<file path="src/rtl/onfi_cmd_addr_seq.sv">
// onfi_cmd_addr_seq: ONFI SDR command/address sequencer. One request drives
// CMD0, 0-5 address cycles, optional CMD1 and an optional ready/busy wait.
// Ports: clk, rst_n (async low); req_* request bundle with req_ready;
// done/timeout/busy status; CE_x_n, CLE_x, ALE_x, WE_x_n, RE_x_n, io_out,
// io_oe NAND pins; rb_x_n asynchronous ready/busy input.
// Build option: define ONFI_RB_WAIT_EN to add the tWB + R/B wait phases.
module onfi_cmd_addr_seq #(
  parameter int TWP_CYC  = 2,
  parameter int TWH_CYC  = 2,
  parameter int TCS_CYC  = 1,
  parameter int TWB_CYC  = 4,
  parameter int TOUT_CYC = 1024
) (
  input  logic        clk,
  input  logic        rst_n,
  input  logic        req_valid,
  output logic        req_ready,
  input  logic [7:0]  req_cmd0,
  input  logic [2:0]  req_addr_cnt,
  input  logic [39:0] req_addr,
  input  logic        req_has_cmd1,
  input  logic [7:0]  req_cmd1,
  output logic        done,
  output logic        timeout,
  output logic        busy,
  output logic        CE_x_n,
  output logic        CLE_x,
  output logic        ALE_x,
  output logic        WE_x_n,
  output logic        RE_x_n,
  output logic [7:0]  io_out,
  output logic        io_oe,
  input  logic        rb_x_n
);

  typedef enum logic [2:0] {
    IDLE, CE_SETUP, CMD0, ADDR,
    CMD1, WB_WAIT, RB_WAIT, DONE
  } state_t;

  localparam logic [15:0] TCS_LAST =
    16'(TCS_CYC - 1);
  localparam logic [15:0] WR_LAST =
    16'(TWP_CYC + TWH_CYC - 1);
  localparam logic [15:0] TWP_N =
    16'(TWP_CYC);

`ifdef ONFI_RB_WAIT_EN
  localparam int RW = $clog2(TOUT_CYC + 1);
  localparam logic [15:0] TWB_LAST =
    16'(TWB_CYC - 1);
  localparam logic [RW-1:0] TOUT_LAST =
    RW'(TOUT_CYC - 1);
`else
  localparam int unused_cfg =
    TWB_CYC + TOUT_CYC;
`endif

  state_t      state, nxt;
  logic [15:0] cnt, cnt_d;
  logic [2:0]  idx, idx_d;
  logic        lat;

  logic [7:0]  cmd0_q, cmd1_q;
  logic [39:0] addr_q;
  logic [2:0]  acnt_q;
  logic        has1_q;
  logic [2:0]  acnt_c;

  logic        ce_d, cle_d, ale_d, we_d;
  logic [7:0]  io_d, byte_d;
  logic        oe_d, done_d, tmo_d;
  logic        rdy_d, busy_d;
  logic        bus_d;
  state_t      post;

`ifdef ONFI_RB_WAIT_EN
  logic          rb_s1, rb_s2;
  logic [RW-1:0] rb_cnt, rbc_d;

  always_ff @(posedge clk or negedge rst_n) begin
    if (!rst_n) begin
      rb_s1  <= 1'b0;
      rb_s2  <= 1'b0;
      rb_cnt <= '0;
    end else begin
      rb_s1  <= rb_x_n;
      rb_s2  <= rb_s1;
      rb_cnt <= rbc_d;
    end
  end
`else
  logic unused_rb;
  assign unused_rb = rb_x_n;
`endif

  assign acnt_c = (req_addr_cnt > 3'd5)
                ? 3'd5 : req_addr_cnt;

`ifdef ONFI_RB_WAIT_EN
  assign post = WB_WAIT;
`else
  assign post = DONE;
`endif

  always_comb begin
    nxt   = state;
    cnt_d = cnt;
    idx_d = idx;
    lat   = 1'b0;
    tmo_d = 1'b0;
`ifdef ONFI_RB_WAIT_EN
    rbc_d = rb_cnt;
`endif
    unique case (state)
      IDLE: begin
        if (req_valid && req_ready) begin
          lat   = 1'b1;
          nxt   = CE_SETUP;
          cnt_d = '0;
        end
      end
      CE_SETUP: begin
        if (cnt == TCS_LAST) begin
          nxt   = CMD0;
          cnt_d = '0;
        end else begin
          cnt_d = cnt + 16'd1;
        end
      end
      CMD0, ADDR, CMD1: begin
        if (cnt != WR_LAST) begin
          cnt_d = cnt + 16'd1;
        end else begin
          cnt_d = '0;
          if (state == CMD0 && acnt_q != 3'd0) begin
            nxt   = ADDR;
            idx_d = 3'd0;
          end else if (state == ADDR &&
                       idx != 3'(acnt_q - 3'd1)) begin
            idx_d = idx + 3'd1;
          end else if (state != CMD1 && has1_q) begin
            nxt = CMD1;
          end else begin
            nxt = post;
          end
        end
      end
`ifdef ONFI_RB_WAIT_EN
      WB_WAIT: begin
        if (cnt == TWB_LAST) begin
          nxt   = RB_WAIT;
          cnt_d = '0;
          rbc_d = '0;
        end else begin
          cnt_d = cnt + 16'd1;
        end
      end
      RB_WAIT: begin
        // The entry-cycle sample is ignored so a stale
        // ready level cannot end the wait early.
        if (rb_s2 && rb_cnt != '0) begin
          nxt = DONE;
        end else if (rb_cnt == TOUT_LAST) begin
          nxt   = DONE;
          tmo_d = 1'b1;
        end else begin
          rbc_d = rb_cnt + RW'(1);
        end
      end
`else
      WB_WAIT, RB_WAIT: nxt = DONE;
`endif
      DONE: nxt = IDLE;
      default: nxt = IDLE;
    endcase
  end

  always_comb begin
    byte_d = 8'h00;
    case (idx_d)
      3'd0: byte_d = addr_q[7:0];
      3'd1: byte_d = addr_q[15:8];
      3'd2: byte_d = addr_q[23:16];
      3'd3: byte_d = addr_q[31:24];
      3'd4: byte_d = addr_q[39:32];
      default: byte_d = 8'h00;
    endcase
  end

  // Pin values are decoded from the next state so
  // every pin comes straight off a flop.
  always_comb begin
    bus_d  = 1'b0;
    cle_d  = 1'b0;
    ale_d  = 1'b0;
    io_d   = 8'h00;
    unique case (1'b1)
      (nxt == CMD0): begin
        bus_d = 1'b1;
        cle_d = 1'b1;
        io_d  = cmd0_q;
      end
      (nxt == ADDR): begin
        bus_d = 1'b1;
        ale_d = 1'b1;
        io_d  = byte_d;
      end
      (nxt == CMD1): begin
        bus_d = 1'b1;
        cle_d = 1'b1;
        io_d  = cmd1_q;
      end
      default: ;
    endcase
    oe_d   = bus_d;
    we_d   = !(bus_d && cnt_d < TWP_N);
    ce_d   = (nxt == IDLE) || (nxt == DONE);
    done_d = (nxt == DONE);
    rdy_d  = (nxt == IDLE);
    busy_d = (nxt != IDLE);
  end

  always_ff @(posedge clk or negedge rst_n) begin
    if (!rst_n) begin
      state  <= IDLE;
      cnt    <= '0;
      idx    <= '0;
      cmd0_q <= '0;
      cmd1_q <= '0;
      addr_q <= '0;
      acnt_q <= '0;
      has1_q <= 1'b0;
    end else begin
      state <= nxt;
      cnt   <= cnt_d;
      idx   <= idx_d;
      if (lat) begin
        cmd0_q <= req_cmd0;
        cmd1_q <= req_cmd1;
        addr_q <= req_addr;
        acnt_q <= acnt_c;
        has1_q <= req_has_cmd1;
      end
    end
  end

  always_ff @(posedge clk or negedge rst_n) begin
    if (!rst_n) begin
      CE_x_n    <= 1'b1;
      CLE_x     <= 1'b0;
      ALE_x     <= 1'b0;
      WE_x_n    <= 1'b1;
      RE_x_n    <= 1'b1;
      io_out    <= 8'h00;
      io_oe     <= 1'b0;
      req_ready <= 1'b1;
      done      <= 1'b0;
      timeout   <= 1'b0;
      busy      <= 1'b0;
    end else begin
      CE_x_n    <= ce_d;
      CLE_x     <= cle_d;
      ALE_x     <= ale_d;
      WE_x_n    <= we_d;
      RE_x_n    <= 1'b1;
      io_out    <= io_d;
      io_oe     <= oe_d;
      req_ready <= rdy_d;
      done      <= done_d;
      timeout   <= tmo_d;
      busy      <= busy_d;
    end
  end

endmodule
</file>
<file path="config.mk">
export PLATFORM = sky130hd
export DESIGN_NAME = onfi_cmd_addr_seq
export DESIGN_NICKNAME = d
export VERILOG_FILES = /design/src/rtl/onfi_cmd_addr_seq.sv
export SDC_FILE = /design/constraint.sdc
export NUM_CORES = 1
export LEC_CHECK = 0
export CAP_MARGIN = 20
export CORE_ASPECT_RATIO = 1.25
export CORE_MARGIN = 3
export CORE_UTILIZATION = 54
export DETAILED_ROUTE_END_ITERATION = 10
export HOLD_SLACK_MARGIN = 0.06
export PLACE_DENSITY_LB_ADDON = 0.3
export SYNTH_ARGS = -nofsm -noshare
export SYNTH_HDL_FRONTEND = slang
export SYNTH_SLANG_ARGS = --single-unit
</file>
<file path="constraint.sdc">
create_clock -name clk -period 3 [get_ports clk]
set_input_delay 0.3 -clock clk [delete_from_list [all_inputs] [get_ports clk]]
set_output_delay 0.3 -clock clk [all_outputs]
set_load 0.05 [all_outputs]
</file>
==> out/results.ini, run 1 <==
[outcome]
status=complete, no violations

[synth]
synth_area_leaders=dfrtp_1, mux2_2, nand2_1
synth.distinct_cells=62
yosysMostFrequentCell=dfrtp_1
synth_top_cell_by_area=dfrtp_1
syn_area_per_cell_um2=10.90
ys_seq_elements=98
yosys_warnings=0
seq_area_frac_synth=0.4837
ys.flop_type=dfrtp_1
netlist_top_cells_count=dfrtp_1, mux2_2, nand2_1, a21oi_1, nand3_1
synth_edf_count=0
syn_inst=466
synth_top_area_frac=0.4682
synth_fp_nets=535
syn_area_mm2=0.005077
synthArstFlopShare=1.000

[clocking]
cts_sinks=98
ctsRootBufferMaster=clkbuf_8
cts_setup_buffers=0
cts_buffers=9
clkLatencyLatePin_ns=0.37
cts_tree=built
clk_pin_slew_ns=0.09
cts_buffer_depth=2
htree_levels=3

[critical_path]
startpoint_type=flip-flop
r2r_start=cnt[1]
r2r_slack_ns=0.27
endpoint_kind=flip-flop
critPathRequiredTime_ns=3.26
path_max_fanout=8
rr_endpoint=io_out[4]
r2r_cells=8
crit_arrival_ns=2.99
setup.worst_path.class=flip-flop to flip-flop

[route]
routedWlPerCell_um=18.12
avgViaCountPerCell=5.938
drt-initial-drc-count=201
wl_um=12180
drtPass1Iterations=6
detail-route-antenna-nets=0
vias=3990
drc=0

[timing]
max_slew.worst_pin.slew_ns=0.7713
setup_ws_ns=0.2666
final.period_utilization=0.9111
setup_viol=0
finalHoldViolCount=0
fin_skew_ns=0.009972
max-slew-margin-rel=0.4858
setup_tns_ns=0
min_period_ns=2.733
fmax_mhz=365.9
finalMaxSlewViolations=0
rsz0062_at_grt=false

[floorplanning]
core.rowCount=38
dieArea_mm2=0.01061
initial_utilization=0.5680
core-area_mm2=0.008939
fp.dieH_um=114.4
die_x_um=92.73
ios=82

[pwr]
clkPwrFrac=0.170
pwr-share-seq=0.356
p_per_area_mw_per_mm2=923.8
p_total_w=0.005777
power.internal_w=0.003399
power_leakage_nw=2.672
pwr-share-comb=0.474
vdd_drop_max_mv=0.6397
p_switching_w=0.002378
p_sw_frac=0.4116

[finish]
fill_cells=677
antenna_cells=0
layout-drive-gt1-share=0.2047
area_delta_synth_final_pct=23.16
finalNetCount=616

[global_route]
grt_overflow=0
grt.total_usage=0.2443
grt_pass1_wl_um=20140
grt_pass1_vias=4252
grt_max_degree=63
antenna_found_initial=0

[worst_hold_path]
min_path_type=flip-flop to flip-flop
hold-path-endpoint=addr_q[1]
hold_start=addr_q[1]
hold_depth=1

[placed_design]
preCtsSetupSlack_ns=0.1710
io_buffer_count=78
dp_hpwl_um=9020
gp_congestion=0.9305

[run]
max_cap_violations=0

==> routing by layer <==
layer / track usage / vias to the layer above / wire (um)
met5: 0 / - / 0
met2: 0.4385 / 128 / 6497
li1: - / 1874 / -
met1: 0.2727 / 1950 / 4536
met4: 0.1212 / 0 / 509
met3: 0.05325 / 38 / 631
==> kinds of logic (layout without fill, tap and decap cells) <==
| logic type | Yosys count | count (layout) | synth area share |
|---|---|---|---|
| flip-flops | 98 | 98 | 0.4837 |
| adder cells (fa/ha/maj) | 5 | 5 | 0.01232 |
| AO/OA/AOI/OAI | 104 | 104 | 0.1461 |
| buffers and inverters | 42 | 128 | 0.04263 |
| other | 2 | 2 | 0.001479 |
| XOR/XNOR | 8 | 8 | 0.01651 |
| AND/OR/NAND/NOR | 147 | 147 | 0.1644 |
| multiplexers | 60 | 60 | 0.1328 |
==> power groups by stage <==
stage	sequential (W)	clock, W	combinational [W]
2_1_floorplan	0.00223	0	0.00171
3_3_place_gp	0.00206	0	0.00263
3_5_place_dp	0.00208	0	0.00270
4_1_cts	0.00206	0.00100	0.00273
5_1_grt	0.00211	0.00106	0.00296
6_report	0.00205	0.000982	0.00274
==> timing repair <==
item	in CTS	in global routing
endpoints found under the setup margin	0	8
hold endpoints to repair	58	0
gates resized for setup	0	1
hold buffers	1	0
==> worst max-delay path by stage <==
stage | from | cells past startpoint | endpoint | slack [ns]
floorplan | cnt[1] | 10 | io_out[0] | 0.55
global placement | cnt[1] | 8 | io_out[7] | 0.29
detailed placement | cnt[1] | 8 | io_out[7] | 0.17
CTS | cnt[0] | 8 | io_out[7] | 0.13
global route | cnt[1] | 9 | io_out[4] | 0.07
finish | cnt[1] | 8 | io_out[4] | 0.27
==> cell usage in the layout (no fill, tap or decap), types with 4 or more instances in the layout <==
master / netlist / routed
dfrtp_1: 95 / 95
clkdlybuf4s50_1: 0 / 77
mux2_2: 59 / 59
nand2_1: 39 / 39
a21oi_1: 23 / 23
nand3_1: 21 / 21
nor2_1: 17 / 17
inv_1: 16 / 16
buf_4: 4 / 16
o21ai_0: 15 / 15
a22o_1: 13 / 13
clkbuf_8: 0 / 11
nand3b_1: 10 / 10
nand4_1: 9 / 9
a22oi_1: 9 / 9
or3_1: 9 / 9
nor3_1: 8 / 7
o31ai_1: 6 / 6
a31oi_1: 6 / 6
a21o_1: 5 / 5
o211ai_1: 5 / 5
ha_1: 5 / 5
nand2b_1: 4 / 4
or2_2: 4 / 4
and4_1: 4 / 4
and3_1: 4 / 4
xor2_1: 4 / 4
==> cell type report <==
class                           count  area [um^2]  share of cell area
Timing Repair Buffer               96        940.9              0.1505
Clock buffer                       11        151.4             0.02421
Clock inverter                      5        82.58             0.01321
Tap cell                          120        150.1             0.02401
Sequential cell                    98         2456              0.3928
Inverter                           16        60.06            0.009604
Multi-Input combinational cell    326         2412              0.3858
==> critical path, cell delays in order (launching register included) <==
cell,delay (ns)
dfrtp_1,0.46
ha_1,0.23
nor3b_1,0.28
and4_4,0.33
mux2i_1,0.35
a31oi_4,0.16
nand3_1,0.32
a21oi_1,0.16
or3_1,0.32
==> registers in the layout, summed over array words and instances (netlist names), 3 cells and up <==
name	cells
idx	3
cmd0_q	8
addr_q	40
state	3
cmd1_q	8
acnt_q	3
io_out	8
cnt	16
==> stage by stage <==
stage | instance area, um^2 | utilization | hold WS, ns | std cells
2_1_floorplan | 5077 | - | 0.004409 | 466
3_3_place_gp | 6007 | 0.6720 | 0.4119 | 655
3_5_place_dp | 6007 | 0.6720 | 0.4144 | 655
4_1_cts | 6251 | 0.6993 | 0.5170 | 672
5_1_grt | 6254 | 0.6996 | 0.5146 | 672
6_report | 6254 | 0.6996 | 0.5115 | 672
Power figures use the tool's default switching activity.
==> inputs of run 2 (changes only) <==
Settings changed: CORE_UTILIZATION 54 to 56, CTS_BUF_LIST set to sky130_fd_sc_hd__clkbuf_8.
==> run 2 against run 1 <==
Compared with the run above:
- sequential share of layout area is 0.055 points lower
- combinational power about the same
- clock skew shrank 0.00083 ns
- register-to-register slack about the same
- core utilization rose by 1.6 points
- design area increased by 0.14%
- largest cell class unchanged
- highest routed layer unchanged
==> out/results.ini, run 2 (synthesis gave the netlist of run 1 again) <==
[pwr]
p_total_w=0.005755  ; was 0.005777 W
power_leakage_nw=2.690  ; was 2.672 nW
vdd_drop_max_mv=0.6227  ; was 0.6397 mV
p_per_area_mw_per_mm2=919.0  ; was 923.8 mW/mm^2

[route]
drc=0  ; unchanged
wl_um=12380  ; was 12180 um
drt-initial-drc-count=174  ; was 201
vias=4043  ; was 3990
avgViaCountPerCell=5.972  ; was 5.938
routedWlPerCell_um=18.28  ; was 18.12 um
drtPass1Iterations=4  ; was 6
detail-route-antenna-nets=0  ; unchanged

[floorplanning]
die_x_um=91.17  ; was 92.73 um
fp.dieH_um=112.5  ; was 114.4 um
core-area_mm2=0.008748  ; was 0.008939 mm^2
ios=82  ; unchanged
dieArea_mm2=0.01025  ; was 0.01061 mm^2
core.rowCount=38  ; unchanged
initial_utilization=0.5804  ; was 0.5680

[timing]
finalHoldViolCount=0  ; unchanged
max_slew.worst_pin.slew_ns=0.6615  ; was 0.7713 ns
rsz0062_at_grt=false  ; unchanged
final.period_utilization=0.9097  ; was 0.9111
max-slew-margin-rel=0.5590  ; was 0.4858
fin_skew_ns=0.009140  ; was 0.009972 ns
setup_viol=0  ; unchanged
setup_ws_ns=0.2708  ; was 0.2666 ns
fmax_mhz=366.4  ; was 365.9 MHz
min_period_ns=2.729  ; was 2.733 ns
finalMaxSlewViolations=0  ; unchanged
setup_tns_ns=0  ; unchanged

[clocking]
cts_buffer_depth=2  ; unchanged
ctsRootBufferMaster=clkbuf_8  ; unchanged
clk_pin_slew_ns=0.09  ; about the same
htree_levels=3  ; unchanged
clkLatencyLatePin_ns=0.37  ; about the same
cts_sinks=98  ; unchanged
cts_buffers=9  ; unchanged
cts_tree=built  ; unchanged

[finish]
regMostFlops=addr_q  ; unchanged
register_area_mm2=0.002456  ; unchanged
fill_cells=662  ; was 677
layout-drive-gt1-share=0.2101  ; was 0.2047
multi_input_area_mm2=0.002412  ; unchanged
antenna_cells=0  ; unchanged
finalNetCount=621  ; was 616
reg_top3=addr_q (40), cnt (16)  ; unchanged
largest_reg_flops=40  ; unchanged
final_cell_mix=dfrtp_1, clkdlybuf4s50_1, mux2_2, nand2_1, a21oi_1  ; unchanged
layout_commonest_cell=dfrtp_1  ; unchanged
area_delta_synth_final_pct=23.34  ; was 23.16%

[global_route]
met1_usage=0.2924  ; was 0.2727
grt_pass1_wl_um=20600  ; was 20140 um
grt_pass1_vias=4244  ; was 4252
grt.total_usage=0.2567  ; was 0.2443
grt_overflow=0  ; unchanged
grt_max_degree=63  ; unchanged
grtUsageMet3=0.03954  ; was 0.05325
busiest_layer=met2  ; unchanged
use_met2=0.4514  ; was 0.4385
antenna_found_initial=0  ; unchanged

[critical_path]
critPathRequiredTime_ns=3.25  ; was 3.26 ns
endpoint_kind=flip-flop  ; unchanged
startpoint_type=flip-flop  ; unchanged
path_max_fanout=13  ; was 8
crit_arrival_ns=2.98  ; was 2.99 ns
setup.worst_path.class=flip-flop to flip-flop  ; unchanged

[run]
max_cap_violations=0  ; unchanged

[placed_design]
gp_congestion=0.9637  ; was 0.9305
io_buffer_count=78  ; unchanged
dp_hpwl_um=9152  ; was 9020 um
preCtsSetupSlack_ns=0.1472  ; was 0.1710 ns

[outcome]
status=complete, no violations  ; unchanged

[worst_hold_path]
min_path_type=primary input to asynchronous set/reset pin  ; was flip-flop to flip-flop

[run 2: cell types whose count changed in the layout (fill, tap and decap cells not counted), sizes merged]
cell and delta:
buf +5, clkinv +2, clkbuf -2
[run 2: worst paths after layout]
path	startpoint	end	slack, ns	cells past startpoint
worst max-delay path	cnt[1]	io_out[1]	0.27	8
worst min-delay path	rst_n	cnt[4]	0.50	2
worst max register to register	cnt[1]	io_out[1]	0.27	8
worst min register to register	addr_q[31]	addr_q[31]	0.51	1
max in group asynchronous	rst_n	CE_x_n	1.64	3
min in group clk	addr_q[31]	addr_q[31]	0.51	1
[run 2: final cells by class]
class / count / area share
repair buffers: 101 / 0.1542
clock inverters: 7 / 0.01499
multi-input cells: 326 / 0.3852
inverters: 16 / 0.009590
well taps: 120 / 0.02398
flip-flops and latches: 98 / 0.3922
clock buffers: 9 / 0.01978
[run 2: worst max-delay path: stages, from the launching register on]
cell and delay [ns]:
dfrtp_1 0.46, ha_1 0.21, nor3b_1 0.25, and4_4 0.36
mux2i_1 0.35, a31oi_4 0.16, nand3_1 0.32, a21oi_1 0.15
or3_1 0.34
[run 2: stage by stage]
step,util,instances,instance area [um^2],hold slack (ns)
2_1_floorplan,-,466,5077,0.004409
3_3_place_gp,0.6895,660,6032,0.3709
3_5_place_dp,0.6895,660,6032,0.3774
4_1_cts,0.7155,677,6260,0.5124
5_1_grt,0.7158,677,6262,0.5219
6_report,0.7158,677,6262,0.4992
[run 2: what timing repair did]
item                       in CTS  in global routing
setup endpoints to repair       0                  8
hold buffers                    1                  0
hold endpoints to repair       49                  0
gates resized for setup         0                  1
buffers inserted                0                  0
[run 2: power breakdown]
part	switching, W	internal (W)	total, W
Clock	0.000471	0.000471	0.000942
Sequential	0.000307	0.00173	0.00204
Combinational	0.00162	0.00115	0.00277
Total	0.00240	0.00335	0.00575
[run 2: layer usage]
layer	vias up	share of wire
met4	0	0.042
li1	1885	-
met5	-	0
met2	151	0.54
met1	1968	0.37
met3	39	0.051
